File: config.mk
export PLATFORM = sky130hd
export DESIGN_NAME = fetch_decode_ctrl
export DESIGN_NICKNAME = d
export VERILOG_FILES = /design/src/rtl/fetch_decode_ctrl.sv
export SDC_FILE = /design/constraint.sdc
export NUM_CORES = 1
export LEC_CHECK = 0
export BUFFER_PORTS_ARGS = -buffer_cell sky130_fd_sc_hd__buf_2
export CAP_MARGIN = 15
export CORE_UTILIZATION = 54
export CTS_BUF_LIST = sky130_fd_sc_hd__clkbuf_8
export DETAILED_ROUTE_END_ITERATION = 6
export PLACE_DENSITY = 0.86
export SYNTH_ARGS = -nofsm -noshare
export SYNTH_HDL_FRONTEND = slang
export SYNTH_SLANG_ARGS = --single-unit
File: constraint.sdc
create_clock -name Clk -period 2.3 [get_ports Clk]
set_input_delay 0.23 -clock Clk [delete_from_list [all_inputs] [get_ports Clk]]
set_output_delay 0.23 -clock Clk [all_outputs]
set_load 0.01 [all_outputs]
File: src/rtl/fetch_decode_ctrl.sv
// Fetch/decode/execute control FSM for a 16-bit-instruction datapath.
// Optional FDC_INSTR_CNT_EN adds a saturating 16-bit instr_cnt port.
module fetch_decode_ctrl #(
  parameter int DADDR_W = 8,
  parameter int RADDR_W = 4
) (
  input  logic               Clk,
  input  logic               Reset,
  input  logic [15:0]        IR,
  output logic               PC_clr,
  output logic               PC_up,
  output logic               IR_ld,
  output logic [DADDR_W-1:0] D_addr,
  output logic               D_wr,
  output logic               RF_s,
  output logic [RADDR_W-1:0] RF_W_addr,
  output logic [RADDR_W-1:0] RF_Ra_addr,
  output logic [RADDR_W-1:0] RF_Rb_addr,
  output logic               RF_W_wr,
  output logic               RF_Ra_rd,
  output logic               RF_Rb_rd,
  output logic [2:0]         ALU_s0,
  output logic               halt,
  output logic [3:0]         state_dbg
`ifdef FDC_INSTR_CNT_EN
  ,
  output logic [15:0]        instr_cnt
`endif
);

  typedef enum logic [3:0] {
    S_INIT, S_FETCH, S_DECODE, S_NOOP, S_LOAD_A,
    S_LOAD_B, S_STORE, S_ADD, S_SUB, S_HALT
  } state_t;

  typedef struct packed {
    logic               pc_clr;
    logic               pc_up;
    logic               ir_ld;
    logic [DADDR_W-1:0] d_addr;
    logic               d_wr;
    logic               rf_s;
    logic [RADDR_W-1:0] w_addr;
    logic [RADDR_W-1:0] ra_addr;
    logic [RADDR_W-1:0] rb_addr;
    logic               w_wr;
    logic               ra_rd;
    logic               rb_rd;
    logic [2:0]         alu;
    logic               halt;
  } ctl_t;

  state_t state, state_nxt;
  ctl_t   ctl;

  function automatic state_t next_of(input state_t s, input logic [15:0] ir);
    state_t n;
    case (s)
      S_INIT:   n = S_FETCH;
      S_FETCH:  n = S_DECODE;
      S_DECODE: begin
        case (ir[15:12])
          4'h1:    n = S_STORE;
          4'h2:    n = S_LOAD_A;
          4'h3:    n = S_ADD;
          4'h4:    n = S_SUB;
          4'h5:    n = S_HALT;
          default: n = S_NOOP;
        endcase
      end
      S_LOAD_A: n = S_LOAD_B;
      S_HALT:   n = S_HALT;
      default:  n = S_FETCH;
    endcase
    return n;
  endfunction

  // Control word for a state; IR is the instruction register, stable from DECODE through execute.
  function automatic ctl_t decode(input state_t s, input logic [15:0] ir);
    ctl_t c;
    c = '0;
    case (s)
      S_INIT:  c.pc_clr = 1'b1;
      S_FETCH: begin
        c.ir_ld = 1'b1;
        c.pc_up = 1'b1;
      end
      S_STORE: begin
        c.d_addr  = DADDR_W'(ir[7:0]);
        c.ra_addr = RADDR_W'(ir[11:8]);
        c.ra_rd   = 1'b1;
        c.d_wr    = 1'b1;
      end
      S_LOAD_A: begin
        c.d_addr = DADDR_W'(ir[7:0]);
        c.rf_s   = 1'b1;
      end
      S_LOAD_B: begin
        c.d_addr = DADDR_W'(ir[7:0]);
        c.rf_s   = 1'b1;
        c.w_addr = RADDR_W'(ir[11:8]);
        c.w_wr   = 1'b1;
      end
      S_ADD, S_SUB: begin
        c.ra_addr = RADDR_W'(ir[11:8]);
        c.rb_addr = RADDR_W'(ir[7:4]);
        c.w_addr  = RADDR_W'(ir[3:0]);
        c.ra_rd   = 1'b1;
        c.rb_rd   = 1'b1;
        c.w_wr    = 1'b1;
        c.alu     = (s == S_ADD) ? 3'b001 : 3'b010;
      end
      S_HALT:  c.halt = 1'b1;
      default: ;
    endcase
    return c;
  endfunction

  assign state_nxt = next_of(state, IR);

  // Outputs are registered alongside the state so they always match the state register.
  always_ff @(posedge Clk or posedge Reset) begin
    if (Reset) begin
      state <= S_INIT;
      ctl   <= decode(S_INIT, 16'h0000);
    end else begin
      state <= state_nxt;
      ctl   <= decode(state_nxt, IR);
    end
  end

  assign PC_clr     = ctl.pc_clr;
  assign PC_up      = ctl.pc_up;
  assign IR_ld      = ctl.ir_ld;
  assign D_addr     = ctl.d_addr;
  assign D_wr       = ctl.d_wr;
  assign RF_s       = ctl.rf_s;
  assign RF_W_addr  = ctl.w_addr;
  assign RF_Ra_addr = ctl.ra_addr;
  assign RF_Rb_addr = ctl.rb_addr;
  assign RF_W_wr    = ctl.w_wr;
  assign RF_Ra_rd   = ctl.ra_rd;
  assign RF_Rb_rd   = ctl.rb_rd;
  assign ALU_s0     = ctl.alu;
  assign halt       = ctl.halt;
  assign state_dbg  = state;

`ifdef FDC_INSTR_CNT_EN
  always_ff @(posedge Clk or posedge Reset) begin
    if (Reset)
      instr_cnt <= '0;
    else if (state == S_DECODE && instr_cnt != 16'hFFFF)
      instr_cnt <= instr_cnt + 16'd1;
  end
`endif

endmodule

* After elaboration in Yosys (flattened, before gate mapping)
Cells that the tools add are included.
** Operators by class
- Order comparisons :: 0
- Shifts and indexed selects :: 0
- Reduce and logical (&&, ||, !) cells :: 6
- Div/mod/pow operators :: 0
- Multiplexer cells :: 15
- $mul :: 0
- Eq/ne operators :: 16
- Add/subtract/negate cells :: 0
- Bitwise operators :: 0
** Operator list (count)
- 4-bit by 3-bit == test with 1-bit output, second input constant :: 7
- 4-bit one-hot mux with 5 select lines :: 1
- 4-bit one-hot mux with 4 select lines :: 1
- 4-bit by 1-bit == test with 1-bit output, second input constant :: 3
- 4-bit by 2-bit == test with 1-bit output, second input constant :: 3
- 4-bit == test, second input constant :: 3
- 4-bit two-way mux :: 3
- 3-bit OR reduction :: 3
- 8-bit two-way mux :: 1
- 4-bit one-hot mux with 2 select lines :: 1
- 1-bit two-way mux :: 6
- 4-bit logical NOT :: 1
- 2-bit two-way mux :: 2
- 2-bit OR reduction :: 2
** Storage, ports and cells
- Memories kept :: 0
- Logic and storage cells :: 52
- ROM bits :: 0
- Memory bits (writable) :: 0
- Bits of input ports :: 18
- Output and inout bits :: 36
- Bits in latches :: 0
- Register bits after elaboration :: 36

* Logic depth before layout (Yosys ltp)
Gate-level depths: netlist (run 1).
- Depth in word-level cells :: 6
- Depth in mapped cells :: 5
- Gate-level depth less buffers :: 3

* Worst setup path before layout (run 1)
Ideal clock, no wire load.
- Path kind :: register to register
- Start :: register state[2], in the netlist state_dbg[2]
- End :: register ctl (netlist bit RF_W_addr[0])
- Period minus slack after synthesis :: 1613 ps
- Cell stages (with the launch flop) :: 5
- Buffers on the path :: 1
- Arrival :: 1466 ps
- Path slack :: 687 ps
- Library setup time :: 146 ps
- Required time :: 2154 ps
- Path through :: dfrtp_1 buf_4 nor4b_2 a2111oi_4 o32ai_1
** On the way
- Cells in the longest elaborated chain, start to end :: 5
- Elaborated cells on any way between the ends :: 10
- Those cells by class :: eq/ne (7); mux (2); reduce/logical (1)
** RTL lines
- start: declaration :: line 53 : state_t state, state_nxt;
- start signal: assignment :: line 127 : state <= state_nxt;
- 4-bit == test, or another cell as far along :: line 58 : case (s)
- 4-bit one-hot mux with 4 select lines * :: line 58
- 4-bit by 3-bit == test with 1-bit output / 4-bit == test (equally long branches) :: line 82 : case (s)
- 2-bit OR reduction :: line 82
- 4-bit one-hot mux with 2 select lines * :: line 82
- end signal: assignment :: line 125 : ctl <= decode(S_INIT, 16'h0000);
- end signal: assignment :: line 128 : ctl <= decode(state_nxt, IR);
- end: declaration :: line 54 : ctl_t ctl;
Every way passes the cells marked *; elsewhere a longest branch is shown, timed or not.

* Worst setup path in the final report (run 1)
Ends and elaborated chain as after synthesis.

==> results of run 1 <==
==> Yosys cell counts (all sizes together) <==
cell and instances:
o2111a 1, clkbuf 2, dfstp 1, or4b 1, nor4bb 1, o21ai 2
nor4b 2, dfrtp 33, a21boi 4, conb 1, o211ai 2, a21oi 8
a41o 1, a2111oi 1, o32ai 4, xor2 2, nand3b 1, or2b 1
inv 13, or3b 1, a21o 1, nor3b 8, o21a 2, nand3 3
nand2 3, and3 1, nor2 9, a311oi 1, nor2b 2, buf 8
==> flip-flops by register name (all words and copies together), names as in the netlist, 2 cells and up <==
signal	flops
ALU_s0	2
RF_W_addr	4
state_dbg	4
RF_Rb_addr	4
RF_Ra_addr	4
D_addr	8
==> layout make-up <==
| class | instances | area, µm² | share of cell area, % |
|---|---|---|---|
| Clock inverter | 2 | 7.507 | 0.4158 |
| Sequential cell | 34 | 852.1 | 47.19 |
| Multi-Input combinational cell | 64 | 501.7 | 27.79 |
| Clock buffer | 6 | 82.58 | 4.574 |
| Tap cell | 30 | 37.54 | 2.079 |
| Inverter | 13 | 48.80 | 2.703 |
| Timing Repair Buffer | 54 | 275.3 | 15.25 |
==> cells by family after synthesis <==
logic type,count (synthesis)
other cells,1
xor+xnor,2
buf+inv,23
simple gates,33
compound gates,27
flops,34
==> metal layers <==
layer  routed length (µm)  global-route usage (%)  vias to the layer above
met5                    0                       0                        -
met4                   65                   11.54                        0
met3                  186                   6.215                        6
met2                 1526                   38.48                       42
met1                 1164                   27.31                      543
li1                     -                       -                      509
==> power by group through the flow <==
stage / combinational [mW] / clock [mW] / sequential (mW)
floorplan: 0.212 / 0 / 0.741
global placement: 0.311 / 0 / 0.723
detailed placement: 0.316 / 0 / 0.731
CTS: 0.320 / 0.431 / 0.723
global route: 0.350 / 0.464 / 0.733
finish: 0.318 / 0.425 / 0.722
==> path summary, 6_finish.rpt <==
| check | slack (ps) | end | start |
|---|---|---|---|
| worst max-delay path | 500 | RF_W_addr[0] | state_dbg[2] |
| worst min-delay path | 30 | D_addr[7] | Reset |
| worst max register to register | 500 | RF_W_addr[0] | state_dbg[2] |
| worst min register to register | 680 | halt | state_dbg[2] |
| max in group asynchronous | 1630 | PC_clr | Reset |
| min in group Clk | 190 | RF_Ra_addr[3] | IR[11] |
==> metrics.md, run 1 <==
| Metric | Value |
|---|---|
| Status | `finished clean` |
| Vias per cell | `between 5 and 6` |
| Combinational Power Share | `21.7%` |
| Final Setup Violations | `0` |
| Syn Std Cell Area | `~0.0015 mm²` |
| Worst r2r path cells | `3` |
| Die Y | `54.11 µm` |
| Post-synthesis compound-gate area fraction | `15.27%` |
| Max-cap violations | `0` |
| Crit-path max FO | `15` |
| Clk root buf | `clkbuf_8` |
| Arrival time at the worst endpoint | `1970 ps` |
| H-tree Lvls | `2` |
| Area grow syn2layout | `23.12%` |
| Most frequent cells in the layout | `buf_2 (52), dfrtp_1 (33), inv_1 (15), nor2_1 (9), a21oi_1 (8)` |
| Minimum clock period after layout | `approximately 1800 ps` |
| CP Launch Type | `register` |
| Fin util | `71.58%` |
| Switching Fraction | `29.65%` |
| Synth warn | `0` |
| Most common cell after layout, fill and taps aside | `buf_2` |
| First-pass GRT wire length | `about 4500 µm` |
| Ports | `54` |
| Hold-fix buffers, CTS | `0` |
| PostCTS Resize Cnt | `0` |
| Synth top area cells | `dfrtp_1 (56%), nor3b_2 (3.4%), inv_1 (3.3%), a21oi_1 (2.7%), o32ai_1 (2.4%)` |
| Sequential power share | `49.3%` |
| Via count | `between 1k and 1.5k` |
| WP depth | `3` |
| Maximum clock frequency | `between 0.5 and 0.6 GHz` |
| Cell area after layout | `0.001805 mm²` |
| WS Path Type | `reg -> reg` |
| Total CTS buffers | `5` |
| Max VDD drop | `0.0007015 V` |
| IO buf count | `52` |
| Final WS setup | `497.7 ps` |
| Synth Area in XOR/XNOR | `between 1 and 1.5%` |
| Final Power | `1.466 mW` |
| Total Wirelength | `2942 µm` |
| Largest family of logic cells by synthesized area | `simple AND/OR/NAND/NOR gates` |
| Number of placed instances, taps included | `195` |
| Nature of the critical path endpoint | `register` |
| Die X | `about 54 µm` |
| Initial core utilization | `a little under 60%` |
| GP Congestion | `0.7911` |
| Seq/Total Area, Yosys | `58.11%` |
| Fin nets | `190` |
| Crit-path cells | `nor4b_4 -> o211ai_4 -> o32ai_1` |
| Static leakage | `0.9949 nW` |
| Synth area leader | `dfrtp_1` |
| Synthesized flop and latch total | `34` |
| Final clock skew | `2.954 ps` |
| Post-DP Area | `0.001715 mm²` |
| Sw power | `0.4348 mW` |
| Site Rows | `18` |
| Post-synthesis simple-gate area fraction | `17.24%` |
| Endpoints failing hold | `0` |
| Post-synthesis adder-cell area fraction | `0%` |
| Post-synthesis mux area share | `0%` |
| PD cells | `812.2 mW/mm²` |
| Die area | `0.002928 mm²` |
| Period utilisation layout | `78.36%` |
| First-pass detailed-route iteration total | `4` |
| N_diodes | `0` |
| Max incr delay on CP | `between 500 and 600 ps` |
| Pint | `1.032 mW` |
| Post-CTS setup buffer count | `0` |
| Fillers | `180` |
| Crit-path leading delay family | `compound AO/OA/AOI/OAI gates` |
| Post-route ant nets | `0` |
| Post-synthesis cell type count | `37` |
| Min Hold Slack | `32.19 ps` |
| Worst Max-Slew Pin Slew | `681.5 ps` |
| DP HPWL | `2170 µm` |
| Critical Path RT | `2470 ps` |
| Core Area | `0.002522 mm²` |
| CTS tree | `done` |
| Number of DRC markers in iteration 0 | `12` |
| Cells after Synth | `120` |
| Max clock buf depth | `2` |
| Drc violations | `0` |
| Fin cells | `203` |
| Fraction of layout cells with a size suffix above 1 | `41.62%` |
| Top cell type's share of synthesized area | `56.31%` |
| Antenna violations before repair | `0` |
| Clk pwr share | `29.0%` |
| Worst skew pair latency | `approximately 280 ps` |
| Routed WL per cell | `14.49 µm` |
| Clk slew on worst S/H paths | `60 ps` |
| Mapped Avg Cell Area | `12.22 µm²` |
| TNS Setup | `0 ps` |
| Largest net degree at the start of global routing | `19` |
| RSZ-0062 raised after global routing | `no` |
| Max-slew headroom | `a little over half` |
| Global-route usage over all layers | `23.10%` |
| Slew Viols, Final | `0` |
| CP max stage cell | `nor4b_4` |
| Pre-CTS setup slack | `513.0 ps` |
| Vias in the first global route | `1005` |
| Congestion Overflow GR | `0` |
| Clock sinks | `34` |
| Critical path buffer and inverter count | `0` |
| Min-Delay Path Class | `in -> async` |
Note: power is estimated with default switching activity, not from simulation.
==> run 2: changes to the inputs <==
- ABC_AREA: unset -> 1
- CORE_UTILIZATION: 54 -> 49
- PLACE_DENSITY: 0.86 -> 0.81
- clock period: 2.3 -> 1.8 ns (I/O delays scaled with it)
==> metrics.md, run 2 <==
| Metric | Value |
|---|---|
| Combinational Power Share | `24.0%` |
| Post-CTS setup buffer count | `0` |
| Top-count cell post-synth | `dfrtp_1` |
| IO buf count | `52` |
| Post-route ant nets | `0` |
| Number of DRC markers in iteration 0 | `22` |
| Via count | `1030` |
| WHS Path Cells | `3` |
| Top cell types by occurrence after synthesis | `dfrtp_1 (33), nand2_1 (25), inv_1 (21), nor2_1 (12), nand2_2 (8)` |
| Clk slew on worst S/H paths | `about 70 ps` |
| First-pass GRT wire length | `between 4000 and 5000 µm` |
| Switching Fraction | `32.21%` |
| R2R setup slack | `250 ps` |
| Reg area | `852.1 µm²` |
| Clock sinks | `34` |
| Final Setup Violations | `0` |
| Pint | `1.281 mW` |
| Most common cell after layout, fill and taps aside | `buf_2` |
| N_diodes | `0` |
| Fin nets | `208` |
| RR Startpoint | `state_dbg[1]` |
| PD cells | `1091 mW/mm²` |
| Vias in the first global route | `959` |
| Total CTS buffers | `5` |
| Area grow syn2layout | `30.29%` |
| CTS tree | `done` |
| H-tree Lvls | `2` |
| Worst hold path startpoint | `IR[3]` |
| Pre-CTS setup slack | `~300 ps` |
| Worst r2r path cells | `7` |
| Ports | `54` |
| Worst flop-to-flop path endpoint | `D_addr[1]` |
| Global-route usage over all layers | `between 20% and 30%` |
| Slew Viols, Final | `0` |
| Status | `finished clean` |
| Routed WL per cell | `12.81 µm` |
| Max clock buf depth | `2` |
| Final clock skew | `7.872 ps` |
| Critical Path RT | `2000 ps` |
| Static leakage | `approximately 1.1 nW` |
| Post-synthesis cell type count | `22` |
| Endpoints failing hold | `0` |
| Antenna violations before repair | `0` |
| Ys async rst share | `100.0%` |
| Nature of the critical path endpoint | `register` |
| Cells after Synth | `129` |
| DP HPWL | `~2100 µm` |
| TNS Setup | `0 ps` |
| Synthesized flop and latch total | `34` |
| Sequential power share | `46.1%` |
| Clk pwr share | `around 30%` |
| Top cell type's share of synthesized area | `62.09%` |
| EDFF count, synth | `0` |
| Site Rows | `18` |
| Worst skew pair latency | `290 ps` |
| RSZ-0062 raised after global routing | `no` |
| Most frequent cells in the layout | `buf_2 (52), dfrtp_1 (33), nand2_1 (25), inv_1 (22), nor2_1 (12)` |
| Die area | `0.002927 mm²` |
| Core Area | `0.002522 mm²` |
| Hold-fix buffers, CTS | `1` |
| Min-Delay Path Class | `in -> reg` |
| Final Power | `1.890 mW` |
| Mapped Avg Cell Area | `10.31 µm²` |
| Period utilisation layout | `between 80% and 90%` |
| Congestion Overflow GR | `0` |
| Synth top area cells | `dfrtp_1 (62%), nand2_1 (7.1%), inv_1 (5.9%), nand2_2 (3.8%), nor2_1 (3.4%)` |
| Minimum clock period after layout | `between 1500 and 2000 ps` |
| PostCTS Resize Cnt | `0` |
| Fillers | `roughly 200` |
| CP Launch Type | `register` |
| Arrival time at the worst endpoint | `1750 ps` |
| Maximum clock frequency | `0.6438 GHz` |
| Worst Hold Endpoint | `RF_W_addr[3]` |
| Max reg flops | `8` |
| Die X | `between 50 and 60 µm` |
| WS Path Type | `reg -> reg` |
| Max VDD drop | `0.0007176 V` |
| Area of the multi-input gates | `372.9 µm²` |
| Vias per cell | `4.661` |
| Total Wirelength | `between 2000 and 3000 µm` |
| Dominant synthesized flop cell | `dfrtp_1` |
| Synth warn | `0` |
| Sw power | `0.6088 mW` |
| Synth area leader | `dfrtp_1` |
| Seq/Total Area, Yosys | `64.06%` |
| Die Y | `54.10 µm` |
| Crit-path max FO | `8` |
| Fraction of layout cells with a size suffix above 1 | `between 40% and 50%` |
| Initial core utilization | `52.73%` |
| First-pass detailed-route iteration total | `5` |
| Drc violations | `0` |
| Max-cap violations | `0` |
| Final WS setup | `246.8 ps` |
| GP Congestion | `just over 0.7` |
| Syn Std Cell Area | `0.001330 mm²` |
| Clk root buf | `clkbuf_8` |
| Largest net degree at the start of global routing | `21` |
-- run 2: cell count changes in the layout (fill, tap and decap cells not counted), moves of 6 or more --
| cell | before | now |
|---|---|---|
| nand2_1 | 3 | 25 |
| nand2_2 | 0 | 8 |
| inv_1 | 15 | 22 |
| a21oi_1 | 8 | 2 |
-- run 2: cells by family after synthesis --
| group | Yosys count | synth area share [%] |
|---|---|---|
| buffers and inverters | 27 | 8.184 |
| AOI/OAI and AO/OA | 6 | 3.010 |
| DFF | 34 | 64.06 |
| other | 1 | 0.2819 |
| and+or+nand+nor | 61 | 24.46 |
-- run 2: worst max-delay path, cell delays in order (launching register included) --
cell and delay (ps):
dfrtp_1 430, nor2_1 170, nand3_1 270, nand2_1 170, inv_1 90, nand2_1 80, nand2_2 120, nor2_1 150
-- run 2: power groups by stage --
| stage | logic [mW] | clock network (mW) | registers (mW) |
|---|---|---|---|
| 2_1_floorplan | 0.270 | 0 | 0.916 |
| 3_3_place_gp | 0.429 | 0 | 0.876 |
| 3_5_place_dp | 0.449 | 0 | 0.885 |
| 4_1_cts | 0.453 | 0.574 | 0.871 |
| 5_1_grt | 0.501 | 0.606 | 0.878 |
| 6_report | 0.453 | 0.565 | 0.871 |
-- run 2: metrics by stage --
step	utilization (%)	hold WS (ps)	instance area [µm²]	instances
after CTS	68.70	104.7	1733	221
after floorplan	-	286.2	1334	130
final	68.70	110.8	1733	221
after global routing	68.70	115.4	1733	221
after detailed placement	64.68	221.3	1632	212
after global placement	64.68	197.5	1632	212
-- run 2: layout make-up --
type	instances	area share (%)
repair buffers	55	16.46
inverters	25	5.415
clock buffers	6	4.765
clock inverters	2	0.5054
multi-input cells	69	21.52
flip-flops and latches	34	49.17
well taps	30	2.166
-- run 2: worst max-delay path by stage --
stage,from,endpoint,slack (ps),cells after the start
after floorplan,state_dbg[2],RF_Rb_addr[0],470,9
after CTS,state_dbg[1],D_addr[1],270,7
after global placement,state_dbg[2],RF_Rb_addr[3],390,9
after global routing,state_dbg[1],D_addr[1],160,7
final,state_dbg[1],D_addr[1],250,7
after detailed placement,state_dbg[1],D_addr[1],290,7
-- run 2: layer usage --
layer | track usage (%) | share of wire (%) | up-vias
met2 | 38.07 | 51 | 44
met3 | 8.475 | 6.9 | 6
met5 | 0 | 0 | -
li1 | - | - | 500
met1 | 23.59 | 40 | 480
met4 | 10.26 | 1.6 | 0
